[src/rtl/mux4x8_tri_lane.sv]
// ----------------------------------------------------------------------------
// mux4x8_tri_lane
//
// Purpose:
//   Three independent 4:1 multiplexer lanes (sv, v, vhd). Each lane is WIDTH
//   bits wide and registers its output. Each lane is built in a different
//   coding style so the three implementations can be compared side by side:
//     - lane sv  : case statement inside the clocked block
//     - lane v   : nested conditional operator inside the clocked block
//     - lane vhd : combinational case into a next-value word, then a register
//   All three lanes behave the same way.
//
// Ports (top):
//   clk                         system clock; all state changes on the rising edge
//   reset                       synchronous, active-high; clears every y_* output
//   d0_X..d3_X [WIDTH-1:0]      lane X data words; s_X selects d<s_X>_X
//   s_X        [1:0]            lane X select
//   y_X        [WIDTH-1:0]      lane X registered output, one cycle after d/s
//   where X is one of sv, v, vhd.
// ----------------------------------------------------------------------------

// ----------------------------------------------------------------------------
// mux4_lane_case
//   Registered 4:1 mux written as a case statement in the clocked block.
//   Ports: clk, reset, d0..d3 [WIDTH-1:0], s [1:0], y [WIDTH-1:0] (registered).
// ----------------------------------------------------------------------------
module mux4_lane_case #(
    parameter int WIDTH = 8
) (
    input  logic             clk,
    input  logic             reset,
    input  logic [WIDTH-1:0] d0,
    input  logic [WIDTH-1:0] d1,
    input  logic [WIDTH-1:0] d2,
    input  logic [WIDTH-1:0] d3,
    input  logic [1:0]       s,
    output logic [WIDTH-1:0] y
);

    always_ff @(posedge clk) begin
        if (reset) begin
            // NOTE: non-blocking assignment, so every flop samples its inputs
            // before any register takes its new value.
            y <= '0;
        end else begin
            case (s)
                2'b00:   y <= d0;
                2'b01:   y <= d1;
                2'b10:   y <= d2;
                default: y <= d3;
            endcase
        end
    end

endmodule

// ----------------------------------------------------------------------------
// mux4_lane_ternary
//   Registered 4:1 mux written as a nested conditional expression.
//   Ports: clk, reset, d0..d3 [WIDTH-1:0], s [1:0], y [WIDTH-1:0] (registered).
// ----------------------------------------------------------------------------
module mux4_lane_ternary #(
    parameter int WIDTH = 8
) (
    input  logic             clk,
    input  logic             reset,
    input  logic [WIDTH-1:0] d0,
    input  logic [WIDTH-1:0] d1,
    input  logic [WIDTH-1:0] d2,
    input  logic [WIDTH-1:0] d3,
    input  logic [1:0]       s,
    output logic [WIDTH-1:0] y
);

    always_ff @(posedge clk) begin
        if (reset) begin
            y <= '0;
        end else begin
            // s[1] picks the upper or lower pair, and s[0] picks within the pair.
            y <= s[1] ? (s[0] ? d3 : d2)
                      : (s[0] ? d1 : d0);
        end
    end

endmodule

// ----------------------------------------------------------------------------
// mux4_lane_split
//   4:1 mux with the selection in a separate combinational block that feeds
//   a plain register.
//   Ports: clk, reset, d0..d3 [WIDTH-1:0], s [1:0], y [WIDTH-1:0] (registered).
// ----------------------------------------------------------------------------
module mux4_lane_split #(
    parameter int WIDTH = 8
) (
    input  logic             clk,
    input  logic             reset,
    input  logic [WIDTH-1:0] d0,
    input  logic [WIDTH-1:0] d1,
    input  logic [WIDTH-1:0] d2,
    input  logic [WIDTH-1:0] d3,
    input  logic [1:0]       s,
    output logic [WIDTH-1:0] y
);

    logic [WIDTH-1:0] sel_word;

    always_comb begin
        // NOTE: default assignment first, so no path through the block leaves
        // sel_word unassigned and no latch is inferred.
        sel_word = d3;
        case (s)
            2'b00:   sel_word = d0;
            2'b01:   sel_word = d1;
            2'b10:   sel_word = d2;
            default: sel_word = d3;
        endcase
    end

    always_ff @(posedge clk) begin
        if (reset) begin
            y <= '0;
        end else begin
            y <= sel_word;
        end
    end

endmodule

// ----------------------------------------------------------------------------
// mux4x8_tri_lane (top)
//   Instantiates one lane of each style. The lanes share only clk and reset.
// ----------------------------------------------------------------------------
module mux4x8_tri_lane #(
    parameter int WIDTH = 8
) (
    input  logic             clk,
    input  logic             reset,
    // lane sv
    input  logic [WIDTH-1:0] d0_sv,
    input  logic [WIDTH-1:0] d1_sv,
    input  logic [WIDTH-1:0] d2_sv,
    input  logic [WIDTH-1:0] d3_sv,
    input  logic [1:0]       s_sv,
    output logic [WIDTH-1:0] y_sv,
    // lane v
    input  logic [WIDTH-1:0] d0_v,
    input  logic [WIDTH-1:0] d1_v,
    input  logic [WIDTH-1:0] d2_v,
    input  logic [WIDTH-1:0] d3_v,
    input  logic [1:0]       s_v,
    output logic [WIDTH-1:0] y_v,
    // lane vhd
    input  logic [WIDTH-1:0] d0_vhd,
    input  logic [WIDTH-1:0] d1_vhd,
    input  logic [WIDTH-1:0] d2_vhd,
    input  logic [WIDTH-1:0] d3_vhd,
    input  logic [1:0]       s_vhd,
    output logic [WIDTH-1:0] y_vhd
);

    mux4_lane_case #(.WIDTH(WIDTH)) u_lane_sv (
        .clk   (clk),
        .reset (reset),
        .d0    (d0_sv),
        .d1    (d1_sv),
        .d2    (d2_sv),
        .d3    (d3_sv),
        .s     (s_sv),
        .y     (y_sv)
    );

    mux4_lane_ternary #(.WIDTH(WIDTH)) u_lane_v (
        .clk   (clk),
        .reset (reset),
        .d0    (d0_v),
        .d1    (d1_v),
        .d2    (d2_v),
        .d3    (d3_v),
        .s     (s_v),
        .y     (y_v)
    );

    mux4_lane_split #(.WIDTH(WIDTH)) u_lane_vhd (
        .clk   (clk),
        .reset (reset),
        .d0    (d0_vhd),
        .d1    (d1_vhd),
        .d2    (d2_vhd),
        .d3    (d3_vhd),
        .s     (s_vhd),
        .y     (y_vhd)
    );

endmodule

[config.mk]
export PLATFORM = sky130hd
export DESIGN_NAME = mux4x8_tri_lane
export DESIGN_NICKNAME = d
export VERILOG_FILES = /design/src/rtl/mux4x8_tri_lane.sv
export SDC_FILE = /design/constraint.sdc
export NUM_CORES = 1
export LEC_CHECK = 0
export ABC_AREA = 1
export BUFFER_PORTS_ARGS = -buffer_cell sky130_fd_sc_hd__buf_2
export CELL_PAD_IN_SITES_DETAIL_PLACEMENT = 1
export CELL_PAD_IN_SITES_GLOBAL_PLACEMENT = 1
export CORE_ASPECT_RATIO = 1.1
export CORE_MARGIN = 8
export CORE_UTILIZATION = 25
export DETAILED_ROUTE_END_ITERATION = 8
export PLACE_DENSITY = 0.88
export REMOVE_ABC_BUFFERS = 1
export SETUP_SLACK_MARGIN = 0.02
export SYNTH_ARGS = -nofsm -noshare
export SYNTH_HDL_FRONTEND = slang
export SYNTH_HIERARCHICAL = 1
export SYNTH_SLANG_ARGS = --single-unit
export TNS_END_PERCENT = 5
[constraint.sdc]
create_clock -name clk -period 1.77 [get_ports clk]
set_input_delay 0.0885 -clock clk [delete_from_list [all_inputs] [get_ports clk]]
set_output_delay 0.0885 -clock clk [all_outputs]
set_load 0.01 [all_outputs]
=== After elaboration in Yosys (flattened, before gate mapping) ===
Cells that the tools add are included.

* Register bits after elaboration: 24
* Bits of input ports: 104
* Logic and storage cells: 14

* Equal/unequal tests: 4
* Multiplexer cells: 5
* Reductions and logical operators: 2

{| class="wikitable"
|+ Operators with widths
! operator !! number
|-
| $pmux 8 s3 || 2
|-
| $mux 8 || 3
|-
| $eq 2x1->1 const B || 2
|-
| $eq 2x2->1 const B || 2
|-
| $logic_not 2->1 || 2
|}

=== Logic depth before layout (Yosys ltp) ===
* Depth after elaboration: 2
* Gate-level depth with buffers: 6

=== Hierarchy ===
The synthesis kept the hierarchy.

{| class="wikitable"
|+ Modules (own cells, without submodules)
! module !! instances !! cells each !! area each (µm²)
|-
| mux4_lane_ternary || 1 || 103 || 580.6
|-
| mux4_lane_case || 1 || 79 || 471.7
|-
| mux4_lane_split || 1 || 79 || 471.7
|}

=== Least setup slack after synthesis ===
No wires, ideal clock.

* Path kind: input to register
* Start point: in s_v[0]
* End point: reg u_lane_v.y[2]
* Library setup time: 0.067 ns
* Arrival time: 0.611 ns
* Data required time: 1.703 ns
* Path slack: 1.093 ns
* Cell stages on the path: 5
* Buffers on the path: 2
* Cells stage by stage: buf_6 > buf_4 > nand2_1 > nand3_2 > a21oi_2

* Longest elaborated chain between the ends: 2

{| class="wikitable"
|+ Ends and longest elaborated chain
! element !! line !! RTL
|-
| start: declaration || 151 || <nowiki>input logic [1:0] s_v,</nowiki>
|-
| $mux 8, on equally long branches || 81, 80 ||
|-
| $mux 8 * || 80 || <nowiki>y <= s[1] ? (s[0] ? d3 : d2)</nowiki>
|-
| end signal: assignment || 80 ||
|-
| end: declaration || 72 || <nowiki>output logic [WIDTH-1:0] y</nowiki>
|}

Mark *: on every way between the ends. The rest lies on a longest branch, timed or not.
A chain may end at the register's enable or synchronous reset.

=== Worst setup path after layout ===
* Start point: reg u_lane_vhd.y[5]
* End point: out y_vhd[5]

{| class="wikitable"
|+ RTL lines
! element !! line !! RTL
|-
| start: declaration || 103 || <nowiki>output logic [WIDTH-1:0] y</nowiki>
|-
| start signal: assignment || 124 || <nowiki>y <= sel_word;</nowiki>
|-
| end: declaration || 159 || <nowiki>output logic [WIDTH-1:0] y_vhd</nowiki>
|}

No word-level cell between the ends.

==> out/summary.md <==
Global route
- global-route usage over all layers: 13.7%
- maximum number of pins on one net before global-route repair: 25
- GRT Residual Overflow: 0
- number of global-route vias before repair: 2249
- antenna violations before repair: 0
- first-pass GRT wire length: 10100 um

Drt
- Routed Wire Length: 6170 um
- antenna-violating nets left: 0
- Post-route DRC: 0
- number of DRC violations after detailed-routing iteration 0: 48
- via count of the routed design: 2003
- vias per cell: 4.34
- DRT Pass-1 Iters: 4
- DR WL/cell: 13.4 um

Pwr
- register share of total power: 40.9%
- worst voltage drop across the vdd grid: 0.311 mV
- part of the total power dissipated in combinational logic: 26.3%
- switching share of power: 27.1%
- internal power consumption: 1.06 mW
- part of the power in the clock network: 32.9%
- cell leakage power: 1.40 nW
- Power Dens Cells: 644 nW/um2
- net switching power of the design: 0.393 mW

Synth
- Post-Synthesis Cell Area: 1520 um2
- share of Yosys cell area claimed by the top area cell type: 31.5%
- cell accounting for the most synthesized area: dfxtp_1
- yosys synthesis warning count: 6
- most instantiated library cell after synthesis: nand2_1
- Area contributors post-synth: dfxtp_1, nand2_1, nand3_1
- flop and latch count out of synthesis: 24
- Post-synth EDFFs: 0
- average cell area after synthesis: 5.84 um2
- most used flip-flop cell after synthesis: dfxtp_1
- async set or reset register ratio after synthesis: 0%
- commonest cells in the netlist: nand2_1, nand3_1, inv_1
- Mapped Cells: 261
- unique cell type count in the Yosys netlist: 17
- portion of the post-synthesis area used by sequential elements: 31.5%

Critical path
- kind of cell with the highest combined delay on the critical path: flip-flops
- critical path launch point type: flip-flop
- data required time at the worst endpoint: 1.68 ns
- critical path's slowest cell: dfxtp_1
- largest fanout of any net on the critical path: 1
- critical path arrival: 0.73 ns
- sequence of cells on the critical path: buf_2
- number of buffer and inverter stages on the critical path: 1
- CP max stage delay: 0.34 ns
- critical path capture point type: output pin
- worst setup path category: reg2out
- path length in cells of the critical path: 1

Hold path
- class of the tightest hold or removal check: in2reg
- number of cells traversed by the worst hold path: 5

STA
- pins over their slew limit: 0
- highest attainable clock frequency: 1.22 GHz
- unrepaired setup endpoints after global routing: false
- final count of hold timing violations: 0
- worst slew margin relative to its limit: 68.1%
- worst hold slack: 0.122 ns
- Post-Route Setup TNS: 0 ns
- share of the cycle needed by the critical path after routing: 46.4%
- pin slew with the least headroom to its limit: 0.479 ns
- Finish-stage setup viols: 0
- Period minus WS final: 0.822 ns

Status
- result of the run: finished, final reports clean

Placed design
- Final HPWL DP: 5310 um
- Final Wtd Congestion: 0.744
- IO Port Bufs: 127

Cells and area
- post-layout net count: 486
- Syn-to-layout area delta: 47.6%
- filler cell count in the final layout: 872
- multi-input logic area: 757 um2
- Sequential cell area: 480 um2
- number of diodes: 0
- fraction of layout instances using a drive strength above 1: 39.4%

Floorplan
- boundary pin count: 128
- floorplan die area: 8850 um2
- height of the chip: 97.9 um
- initial core utilization: 25.2%
- # rows: 30
- area of the core: 6040 um2
- die width: 90.4 um

CTS
- number of gates resized after cts: 0
- CTS tree: built
- clock sink count: 24
- cts-stage hold buffer count: 0
- root cell of the clock tree: clkbuf_8
- count of H-tree levels built during CTS: 1
- register clock-pin slew on the reported worst setup and hold paths: 0.09 ns
- Setup Buffers After CTS: 0
- maximum number of buffers from clock root to sink: 2
- clock buffer count from CTS: 3

Run
- MaxCap Viol Count: 0

==> flip-flops by register name (all words and copies together) (netlist names) <==
register and count:
u_lane_vhd/y 8, u_lane_sv/y 8, u_lane_v/y 8
==> kinds of logic (layout without fill, tap and decap cells) <==
logic type             Yosys count  in the layout  share of synthesized area [%]
AND/OR/NAND/NOR                148            148                           41.5
buffers and inverters           65            185                           18.8
AO/OA/AOI/OAI                   24             24                           8.13
flip-flops                      24             24                           31.5
==> final timing paths <==
kind	startpoint	end	slack, ns
setup / recovery	u_lane_vhd/y[5]	y_vhd[5]	0.95
hold / removal	d0_vhd[2]	u_lane_vhd/y[2]	0.12
==> layout make-up <==
class                   instances  area share (%)
inverters                      54            9.12
clock inverters                 1            1.33
clock buffers                   3            1.84
well taps                      80            4.45
repair buffers                127            28.3
multi-input cells             172            33.6
flip-flops and latches         24            21.4
==> power groups by stage <==
stage	logic (mW)	registers, mW	clock network [mW]
2_1_floorplan	0.141	0.627	0
3_3_place_gp	0.375	0.605	0
3_5_place_dp	0.388	0.605	0
4_1_cts	0.390	0.593	0.495
5_1_grt	0.434	0.596	0.517
6_report	0.380	0.592	0.476
==> routing by layer <==
layer  up-vias  GRT usage [%]  share of wire (%)
met2        69           27.4                 54
met1       898           13.5                 39
met4         0           3.85                1.2
li1       1032              -                  -
met3         4           2.99                5.8
met5         -              0                  0
==> cell usage in the layout, fill, tap and decap left out <==
cell type and instances:
a21oi_1 7, a21oi_2 1, buf_2 127, bufinv_16 1, clkbuf_8 3, dfxtp_1 24
inv_1 42, inv_2 11, inv_4 1, nand2_1 63, nand2_2 3, nand3_1 47
nand3_2 1, nor2_1 32, nor2_2 2, o21ai_0 16
==> metrics by stage <==
step / power (mW) / area, um2 / util, % / setup slack [ns] / std cells
2_1_floorplan: 0.767 / 1440 / - / 1.20 / 250
3_3_place_gp: 0.979 / 2180 / 36.0 / 0.825 / 457
3_5_place_dp: 0.994 / 2180 / 36.0 / 0.784 / 457
4_1_cts: 1.48 / 2250 / 37.2 / 0.924 / 461
5_1_grt: 1.55 / 2250 / 37.2 / 0.915 / 461
6_report: 1.45 / 2250 / 37.2 / 0.948 / 461
(Power assumes the default switching activity.)
